--- config.mk ---
export PLATFORM = sky130hd
export DESIGN_NAME = alu_serial_sched
export DESIGN_NICKNAME = d
export VERILOG_FILES = /design/src/rtl/alu_pkg.sv /design/src/rtl/alu_serial_sched_rr_arbiter.sv /design/src/rtl/alu_serial_sched.sv
export SDC_FILE = /design/constraint.sdc
export NUM_CORES = 1
export LEC_CHECK = 0
export BUFFER_PORTS_ARGS = -buffer_cell sky130_fd_sc_hd__buf_2
export CORE_AREA = 2 2 70 72
export DETAILED_ROUTE_END_ITERATION = 8
export DIE_AREA = 0 0 72 74
export SLEW_MARGIN = 20
export SYNTH_ARGS = -nofsm -noshare
export SYNTH_HDL_FRONTEND = slang
export SYNTH_HIERARCHICAL = 1
export SYNTH_SLANG_ARGS = --single-unit
export TNS_END_PERCENT = 30
--- constraint.sdc ---
create_clock -name clk -period 2.2 [get_ports clk]
set_input_delay 0.22 -clock clk [delete_from_list [all_inputs] [get_ports clk]]
set_output_delay 0.22 -clock clk [all_outputs]
set_load 0.005 [all_outputs]
--- src/rtl/alu_pkg.sv ---
// ============================================================================
// alu_pkg : opcodes, scheduler FSM states and opcode legality check
// Revision: 1.0
// ============================================================================
`default_nettype none

package alu_pkg;

  localparam logic [2:0] OP_RST  = 3'b000;
  localparam logic [2:0] OP_NOR  = 3'b001;
  localparam logic [2:0] OP_ADD  = 3'b010;
  localparam logic [2:0] OP_XNOR = 3'b011;
  localparam logic [2:0] OP_SUB  = 3'b100;

  typedef enum logic [2:0] {
    ST_IDLE = 3'd0,
    ST_SYNC = 3'd1,
    ST_RUN  = 3'd2,
    ST_CAPT = 3'd3,
    ST_RESP = 3'd4
  } state_t;

  function automatic logic op_legal(input logic [2:0] op);
    return (op >= OP_NOR) && (op <= OP_SUB);
  endfunction

endpackage

`default_nettype wire

--- src/rtl/alu_serial_sched_rr_arbiter.sv ---
// ============================================================================
// rr_arbiter : round-robin grant, search starts one past the last winner
// Revision: 1.0
// ============================================================================
`default_nettype none

module rr_arbiter
  import alu_pkg::*;
#(
  parameter int N_REQ = 2,
  parameter int IDW   = 1
) (
  input  logic [N_REQ-1:0] req_valid,
  input  logic [IDW-1:0]   last_grant,
  output logic [N_REQ-1:0] gnt,
  output logic [IDW-1:0]   gnt_idx,
  output logic             gnt_any
);

  int j;

  always_comb begin
    gnt     = '0;
    gnt_idx = '0;
    gnt_any = 1'b0;
    j       = 0;
    for (int k = 1; k <= N_REQ; k++) begin
      j = int'(last_grant) + k;
      if (j >= N_REQ) j = j - N_REQ;
      if (!gnt_any && req_valid[j]) begin
        gnt_any = 1'b1;
        gnt[j]  = 1'b1;
        gnt_idx = j[IDW-1:0];
      end
    end
  end

endmodule

`default_nettype wire

--- src/rtl/alu_serial_sched.sv ---
// ============================================================================
// alu_serial_sched : shares one bit-serial ALU among N_REQ requesters.
// Optional overflow flag output enabled by macro ALU_SEQ_OVF_EN.
// Revision: 1.0
// ============================================================================
`default_nettype none

module alu_serial_sched
  import alu_pkg::*;
#(
  parameter int  WIDTH = 4,
  parameter int  N_REQ = 2,
  localparam int IDW   = (N_REQ > 1) ? $clog2(N_REQ) : 1
) (
  input  logic                   clk,
  input  logic                   reset,
  input  logic [N_REQ-1:0]       req_valid,
  output logic [N_REQ-1:0]       req_ready,
  input  logic [N_REQ*WIDTH-1:0] req_srcA,
  input  logic [N_REQ*WIDTH-1:0] req_srcB,
  input  logic [N_REQ*3-1:0]     req_op,
  output logic [WIDTH-1:0]       alu_srcA,
  output logic [WIDTH-1:0]       alu_srcB,
  output logic [2:0]             alu_opCode,
  input  logic [WIDTH-1:0]       alu_result,
  input  logic                   alu_zero,
  input  logic                   alu_carry,
  input  logic                   alu_sign,
  output logic                   rsp_valid,
  input  logic                   rsp_ready,
  output logic [IDW-1:0]         rsp_id,
  output logic [WIDTH-1:0]       rsp_result,
  output logic                   rsp_zero,
  output logic                   rsp_carry,
  output logic                   rsp_sign,
`ifdef ALU_SEQ_OVF_EN
  output logic                   rsp_ovf,
`endif
  output logic                   rsp_err
);

  localparam int BW = (WIDTH > 1) ? $clog2(WIDTH) : 1;

  state_t           state_q, state_d;
  logic [BW-1:0]    beat_q, beat_d;
  logic [IDW-1:0]   last_grant_q, last_grant_d;
  logic [2:0]       op_q, op_d;
  logic [2:0]       alu_op_q, alu_op_d;
  logic [WIDTH-1:0] src_a_q, src_a_d, src_b_q, src_b_d;
  logic             rsp_valid_q, rsp_valid_d;
  logic [IDW-1:0]   rsp_id_q, rsp_id_d;
  logic [WIDTH-1:0] rsp_result_q, rsp_result_d;
  logic             rsp_zero_q, rsp_zero_d, rsp_carry_q, rsp_carry_d;
  logic             rsp_sign_q, rsp_sign_d, rsp_err_q, rsp_err_d;
`ifdef ALU_SEQ_OVF_EN
  logic             rsp_ovf_q, rsp_ovf_d;
`endif

  logic [N_REQ-1:0] gnt;
  logic [IDW-1:0]   gnt_idx;
  logic             gnt_any;

  rr_arbiter #(.N_REQ(N_REQ), .IDW(IDW)) u_arb (
    .req_valid (req_valid),
    .last_grant(last_grant_q),
    .gnt       (gnt),
    .gnt_idx   (gnt_idx),
    .gnt_any   (gnt_any)
  );

  // Ready is held low while reset is asserted so no handshake can be seen.
  assign req_ready = (state_q == ST_IDLE && !reset) ? gnt : '0;

  always_comb begin
    state_d      = state_q;
    beat_d       = beat_q;
    last_grant_d = last_grant_q;
    op_d         = op_q;
    alu_op_d     = alu_op_q;
    src_a_d      = src_a_q;
    src_b_d      = src_b_q;
    rsp_valid_d  = rsp_valid_q;
    rsp_id_d     = rsp_id_q;
    rsp_result_d = rsp_result_q;
    rsp_zero_d   = rsp_zero_q;
    rsp_carry_d  = rsp_carry_q;
    rsp_sign_d   = rsp_sign_q;
    rsp_err_d    = rsp_err_q;
`ifdef ALU_SEQ_OVF_EN
    rsp_ovf_d    = rsp_ovf_q;
`endif
    case (state_q)
      ST_IDLE: begin
        if (gnt_any) begin
          src_a_d      = req_srcA[gnt_idx*WIDTH +: WIDTH];
          src_b_d      = req_srcB[gnt_idx*WIDTH +: WIDTH];
          op_d         = req_op[gnt_idx*3 +: 3];
          last_grant_d = gnt_idx;
          rsp_id_d     = gnt_idx;
          if (op_legal(req_op[gnt_idx*3 +: 3])) begin
            state_d = ST_SYNC;
          end else begin
            state_d      = ST_RESP;
            rsp_valid_d  = 1'b1;
            rsp_err_d    = 1'b1;
            rsp_result_d = '0;
            rsp_zero_d   = 1'b0;
            rsp_carry_d  = 1'b0;
            rsp_sign_d   = 1'b0;
`ifdef ALU_SEQ_OVF_EN
            rsp_ovf_d    = 1'b0;
`endif
          end
        end
      end
      ST_SYNC: begin
        alu_op_d = op_q;
        beat_d   = '0;
        state_d  = ST_RUN;
      end
      ST_RUN: begin
        if (beat_q == BW'(WIDTH-1)) begin
          alu_op_d = OP_RST;
          beat_d   = '0;
          state_d  = ST_CAPT;
        end else begin
          beat_d = beat_q + 1'b1;
        end
      end
      ST_CAPT: begin
        rsp_result_d = alu_result;
        rsp_zero_d   = alu_zero;
        rsp_carry_d  = alu_carry;
        rsp_sign_d   = alu_sign;
        rsp_err_d    = 1'b0;
`ifdef ALU_SEQ_OVF_EN
        // Signed overflow from operand and result sign bits only.
        rsp_ovf_d = ((op_q == OP_ADD) && (src_a_q[WIDTH-1] == src_b_q[WIDTH-1])
                     && (alu_result[WIDTH-1] != src_a_q[WIDTH-1]))
                 || ((op_q == OP_SUB) && (src_a_q[WIDTH-1] != src_b_q[WIDTH-1])
                     && (alu_result[WIDTH-1] != src_a_q[WIDTH-1]));
`endif
        rsp_valid_d = 1'b1;
        state_d     = ST_RESP;
      end
      ST_RESP: begin
        if (rsp_ready) begin
          rsp_valid_d = 1'b0;
          state_d     = ST_IDLE;
        end
      end
      default: state_d = ST_IDLE;
    endcase
  end

  always_ff @(posedge clk or posedge reset) begin
    if (reset) begin
      state_q      <= ST_IDLE;
      beat_q       <= '0;
      last_grant_q <= IDW'(N_REQ-1);
      op_q         <= OP_RST;
      alu_op_q     <= OP_RST;
      src_a_q      <= '0;
      src_b_q      <= '0;
      rsp_valid_q  <= 1'b0;
      rsp_id_q     <= '0;
      rsp_result_q <= '0;
      rsp_zero_q   <= 1'b0;
      rsp_carry_q  <= 1'b0;
      rsp_sign_q   <= 1'b0;
      rsp_err_q    <= 1'b0;
`ifdef ALU_SEQ_OVF_EN
      rsp_ovf_q    <= 1'b0;
`endif
    end else begin
      state_q      <= state_d;
      beat_q       <= beat_d;
      last_grant_q <= last_grant_d;
      op_q         <= op_d;
      alu_op_q     <= alu_op_d;
      src_a_q      <= src_a_d;
      src_b_q      <= src_b_d;
      rsp_valid_q  <= rsp_valid_d;
      rsp_id_q     <= rsp_id_d;
      rsp_result_q <= rsp_result_d;
      rsp_zero_q   <= rsp_zero_d;
      rsp_carry_q  <= rsp_carry_d;
      rsp_sign_q   <= rsp_sign_d;
      rsp_err_q    <= rsp_err_d;
`ifdef ALU_SEQ_OVF_EN
      rsp_ovf_q    <= rsp_ovf_d;
`endif
    end
  end

  assign alu_srcA   = src_a_q;
  assign alu_srcB   = src_b_q;
  assign alu_opCode = alu_op_q;
  assign rsp_valid  = rsp_valid_q;
  assign rsp_id     = rsp_id_q;
  assign rsp_result = rsp_result_q;
  assign rsp_zero   = rsp_zero_q;
  assign rsp_carry  = rsp_carry_q;
  assign rsp_sign   = rsp_sign_q;
  assign rsp_err    = rsp_err_q;
`ifdef ALU_SEQ_OVF_EN
  assign rsp_ovf    = rsp_ovf_q;
`endif

endmodule

`default_nettype wire
After elaboration in Yosys (flattened, before gate mapping). Index checks and enable logic that the tools add are counted.

Flip-flop bits (word level): 30. Bits of input ports: 34. Output and inout bits: 23. Logic and storage cells: 98.

Add/subtract/negate cells: 5. Multiply operators: 1. Magnitude comparators: 8. Equal/unequal tests: 9. Shift operators: 3. Mux-type cells: 41. Bitwise logic cells: 1. Reduce and logical (&&, ||, !) cells: 16.

Operators with widths (count): $ge A32 B1 Y1 const B (2); $ge A32 B3 Y1 const B (2); $lt A32 B3 Y1 const B (2); $mux W32 (2); $sub A32 B3 Y32 const B (2); $mux W1 (17); $shiftx A8 B4 Y4 (2); $mux W3 (5); $pmux W3 S5 (1); $mux W2 (4); $mux W4 (2); $ne A2 B2 Y1 const B (4); $pmux W1 S2 (4); $pmux W4 S2 (1); $eq A3 B2 Y1 const B (2); $pmux W3 S2 (1); $reduce_and A3 Y1 (2); $shiftx A6 B4 Y3 (1); $logic_and A1 B1 Y1 (5); $pmux W2 S2 (1); $reduce_and A2 Y1 (2); $reduce_and A4 Y1 (1); $reduce_bool A2 Y1 (2); $add A1 B2 Y3 const B (1); other kinds (14) (16).

Depth between registers and ports, before layout.
Depth after elaboration: 17. Gate-level depth with buffers: 6.

Modules after synthesis. Netlist, hierarchy kept.

Modules (own cells, without submodules): alu_serial_sched (times used 1, cells an instance 144, area an instance 1532.7 µm², seq. area each 752.0 µm²); rr_arbiter (times used 1, cells an instance 5, area an instance 32.5 µm², seq. area each 0.0 µm²).

Worst setup path after synthesis. OpenSTA, ideal clock, no wires.

Kind: reg-to-reg. Start: reg last_grant_q. End: reg rsp_valid_q (netlist: rsp_valid). Setup time: 0.127 ns. Data arrival time: 1.438 ns. Data required time: 2.073 ns. Setup slack: 0.635 ns. Cell stages (with the launch flop): 6. Path buffers: 1. Cells stage by stage: dfstp_2 -> a21boi_0 -> buf_2 -> nor3_4 -> nor2_2 -> a221o_2.

Cells in the longest elaborated chain, start to end: 16. Elaborated cells on any way between the ends: 28.

Ends and longest elaborated chain: start, declared (line alu_serial_sched.sv:46) `logic [IDW-1:0] last_grant_q, last_grant_d;`; start signal, assigned (line alu_serial_sched.sv:160) `last_grant_q <= IDW'(N_REQ-1);`; start signal, assigned (line alu_serial_sched.sv:178) `last_grant_q <= last_grant_d;`; $add A1 B1 Y2 (line alu_serial_sched_rr_arbiter.sv:28) `j = int'(last_grant) + k;`; $sub A32 B3 Y32 or $ge A32 B3 Y1 (tied branches) (line alu_serial_sched_rr_arbiter.sv:29) `if (j >= N_REQ) j = j - N_REQ;`; $mux W32 (line alu_serial_sched_rr_arbiter.sv:29); $mux W1 (implied by the code) (3 in a row) (line alu_serial_sched_rr_arbiter.sv:30) `if (!gnt_any && req_valid[j]) begin`; $mux W1 (line alu_serial_sched_rr_arbiter.sv:30); $logic_not A1 Y1 (line alu_serial_sched_rr_arbiter.sv:30); $logic_and A1 B1 Y1 (line alu_serial_sched_rr_arbiter.sv:30); $mux W1 * (line alu_serial_sched_rr_arbiter.sv:30); net gnt_idx (line alu_serial_sched.sv:60) `logic [IDW-1:0] gnt_idx;`; $mul A1 B2 Y3 * (line alu_serial_sched.sv:100) `if (op_legal(req_op[gnt_idx*3 +: 3])) begin`; $shiftx A6 B4 Y3 * (line alu_serial_sched.sv:100); $ge A3 B1 Y1 or $le A3 B3 Y1 (tied branches) (line alu_pkg.sv:24) `return (op >= OP_NOR) && (op <= OP_SUB);`; $logic_and A1 B1 Y1 * (line alu_pkg.sv:24); $ne A2 B2 Y1 (no line) *; $reduce_and A4 Y1 (no line) *; end signal, assigned (line alu_serial_sched.sv:183) `rsp_valid_q <= rsp_valid_d;`; end, declared (line alu_serial_sched.sv:50) `logic rsp_valid_q, rsp_valid_d;`.

The timed path passes the listed nets; every way through them passes the cells marked *. The select of a mux whose other input is x is not followed. A chain may end at the register's enable or synchronous reset.

Final worst setup path.
Start: reg state_q[2]. End: out req_ready[0].

Cells in the longest elaborated chain, start to end: 3.

Ends and longest elaborated chain: start, declared (line alu_serial_sched.sv:44) `state_t state_q, state_d;`; start signal, assigned (line alu_serial_sched.sv:176) `state_q <= state_d;`; $logic_not A3 Y1 (line alu_serial_sched.sv:72) `assign req_ready = (state_q == ST_IDLE && !reset) ? gnt : '0;`; $logic_and A1 B1 Y1 (line alu_serial_sched.sv:72); $mux W2 (line alu_serial_sched.sv:72); end, declared (line alu_serial_sched.sv:18) `output logic [N_REQ-1:0] req_ready,`.

Every way passes these cells.

==> results.toml <==
[power]
pwr-share-clk_pct = 20.8
peakVddDrop_mv = 0.502
swShare_pct = 36.4
powerDensity_nw_per_um2 = 1300
internal_power_mw = 1.64
seq_power_share_pct = 39.4
power_switching_mw = 0.941
power_leakage_nw = 0.931
power_frac_comb_pct = 39.8

[route]
routed_wl_um = 3370
drt_iter0_markers = 76
drt-pass1-iter-count = 4
vias_per_cell = 4.87
wl_per_cell_um = 12.9
ant_nets = 0
vias = 1277
drc = 0

[status]
status = "finished, final reports clean"

[synthesis]
yosysMostFrequentCell = "dfrtp_1"
synthSimpleGateAreaFrac_pct = 16.3
synthMuxAreaShare_pct = 7.03
synth-edff-count = 0
synthTopCellsByCount = "29 x dfrtp_1, 19 x nor2_1, 14 x o21ai_0"
avgSynthCellArea_um2 = 10.5
synth_fa_ha_area_share_pct = 0.799
synth_top_family_by_area = "compound AO/OA/AOI/OAI gates"
synth_largest_area_cell = "dfrtp_1"
synth_area_leaders = "dfrtp_1 46%, mux2i_1 7.0%, nor2_1 4.6%"
synth_xor_area_share_pct = 0
async_flop_share_pct = 100
netlist_instances = 149
synth_fp_nets = 184
synthFlopType = "dfrtp_1"
yosys_register_bits = 30
synth-seq-area-share_pct = 48.0
yosys_warnings = 6
synth_compound_area_share_pct = 22.5
synth.top_cell.area_share_pct = 46.4
synth_area_um2 = 1570
ys_types = 42

[finish]
fin_area_um2 = 1990
fin_nets = 242
layout-drive-gt1-share_pct = 43.3
syn2layout_area_growth_pct = 26.9
n_antenna_cell = 0
nFillCells = 459

[setup_path]
critPathRequiredTime_ps = 1980
critPathCaptureType = "output port"
crit_fanout = 11
critPathKind = "flop to output port"
crit_arrival_ps = 1510
path_delay_family = "flip-flops"
start_kind = "flop"
crit_buf_inv = 1
cp_cell_sequence = "nor4_1 -> and2_1 -> buf_2"
slowest_stage = "dfrtp_1"
crit_path_max_incr_delay_ps = 570

[sta]
drv_slew = 0
skew_ps = 6.18
hold_violations = 0
rsz0062_at_grt = "false"
final.setup.tns_ps = 0
fmaxAchievable_mhz = 577
relSlewSlack_pct = 59.4
tightest_slew_ps = 606
period_share_pct = 78.8
final-setup-viol-count = 0
period_minus_slack_ps = 1730

[die]
fp.dieArea_um2 = 5330
ios = 57
row_count = 25
die_x_um = 72
start_util_pct = 34.0
fp.dieH_um = 74
core-area_um2 = 4600

[place]
dp_hpwl_um = 2580
port_buffers = 56
placed_area_um2 = 1870
globalplace.congestion = 0.740

[grt]
grt_pass1_wl_um = 5510
grt-ovfl-total = 0
grt_usage_pct = 13.5
grt_pass1_vias = 1231
grt_max_degree = 27
antenna_found_initial = 0

[clock_network]
clk_latency_ps = 280
cts_tree = "yes"
cts-buffers-inserted = 5
cts.reportedPaths.clkPinSlew_ps = 70
clock-sinks = 30
cts_root_buf = "clkbuf_8"
cts_max_path_buffers = 2
cts_max_level = 2

[hold_path]
hold_class = "input port to flop"

[run]
max-cap-violations = 0
## cells in the final DEF (no fill, tap or decap), types with 4 or more instances in the layout
master    synthesis  routed
a21oi_1          12      12
clkbuf_8          1       5
o21ai_0          14      14
nor2_1           19      19
a21oi_2           8       8
mux2i_1          11      11
o21a_1            4       4
buf_2             3      56
dfrtp_1          29      29
nand2_1           5       5
## final timing paths
path / startpoint / end / slack (ps) / depth (start not counted)
min reg2reg: alu_srcB[3]$_DFFE_PP0P_ / alu_srcB[3]$_DFFE_PP0P_ / 510 / 2
min in group asynchronous: reset / rsp_result[3]$_DFFE_PP0P_ / 410 / 3
max in group asynchronous: reset / last_grant_q$_DFFE_PP1P_ / 1140 / 4
max reg2reg: last_grant_q$_DFFE_PP1P_ / state_q[2]$_DFFE_PP0P_ / 490 / 4
max: state_q[2]$_DFFE_PP0P_ / req_ready[0] / 470 / 3
min: req_srcA[2] / alu_srcA[2]$_DFFE_PP0P_ / 240 / 3
## state kept, by name, indices dropped and copies added, names as in the netlist
signal        cells
alu_opCode        3
alu_srcA          4
alu_srcB          4
beat_q            2
last_grant_q      1
op_q              3
rsp_carry         1
rsp_err           1
rsp_id            1
rsp_result        4
rsp_sign          1
rsp_valid         1
rsp_zero          1
state_q           3
## final cells by class
type | instances | area [um2] | share of cell area [%]
sequential | 30 | 752 | 37.8
multi-input combinational | 107 | 734 | 37.0
timing repair buffer | 60 | 313 | 15.7
clock buffer | 5 | 68.8 | 3.46
tap | 54 | 67.6 | 3.40
clock inverter | 3 | 40.0 | 2.02
inverter | 3 | 11.3 | 0.567
## metal layers
metal	part of all wire (%)	track usage [%]	up-vias
met3	6.7	4.74	6
met2	45	22.0	40
li1	-	-	644
met5	0	0	-
met4	1.6	5.66	0
met1	46	16.3	587
## metrics by stage
stage	setup slack (ps)	total power, mW	cells	util, %	hold slack (ps)
after global placement	474	2.06	253	40.6	169
after global routing	383	2.80	262	43.2	265
after floorplan	635	1.77	149	-	310
after detailed placement	457	2.08	253	40.6	177
final	466	2.58	262	43.2	240
after CTS	433	2.63	262	43.2	235
## logic make-up after synthesis
logic type | count (synthesis)
multiplexers | 11
AO/OA/AOI/OAI | 50
buffers and inverters | 12
adder cells (fa/ha/maj) | 1
AND/OR/NAND/NOR | 45
flip-flops | 30
## worst register-to-register path, stage by stage, from the launching register on
cell      delay [ps]
dfstp_2          380
a21boi_2         450
and3_4           330
nor2_2            60
a221o_2          390
## power groups by stage
stage          sequential, mW  clock (mW)  combinational, mW
2_1_floorplan           0.968           0              0.806
3_3_place_gp             1.03           0               1.03
3_5_place_dp             1.03           0               1.05
4_1_cts                  1.02       0.554               1.05
5_1_grt                  1.06       0.572               1.17
6_report                 1.02       0.538               1.03
## what timing repair did
action / in CTS / in global routing
setup buffers: 0 / 0
endpoints found under the hold margin: 6 / 0
hold buffers: 1 / 0
resized for setup: 0 / 0
No activity file was read; power rests on OpenSTA's default activity.
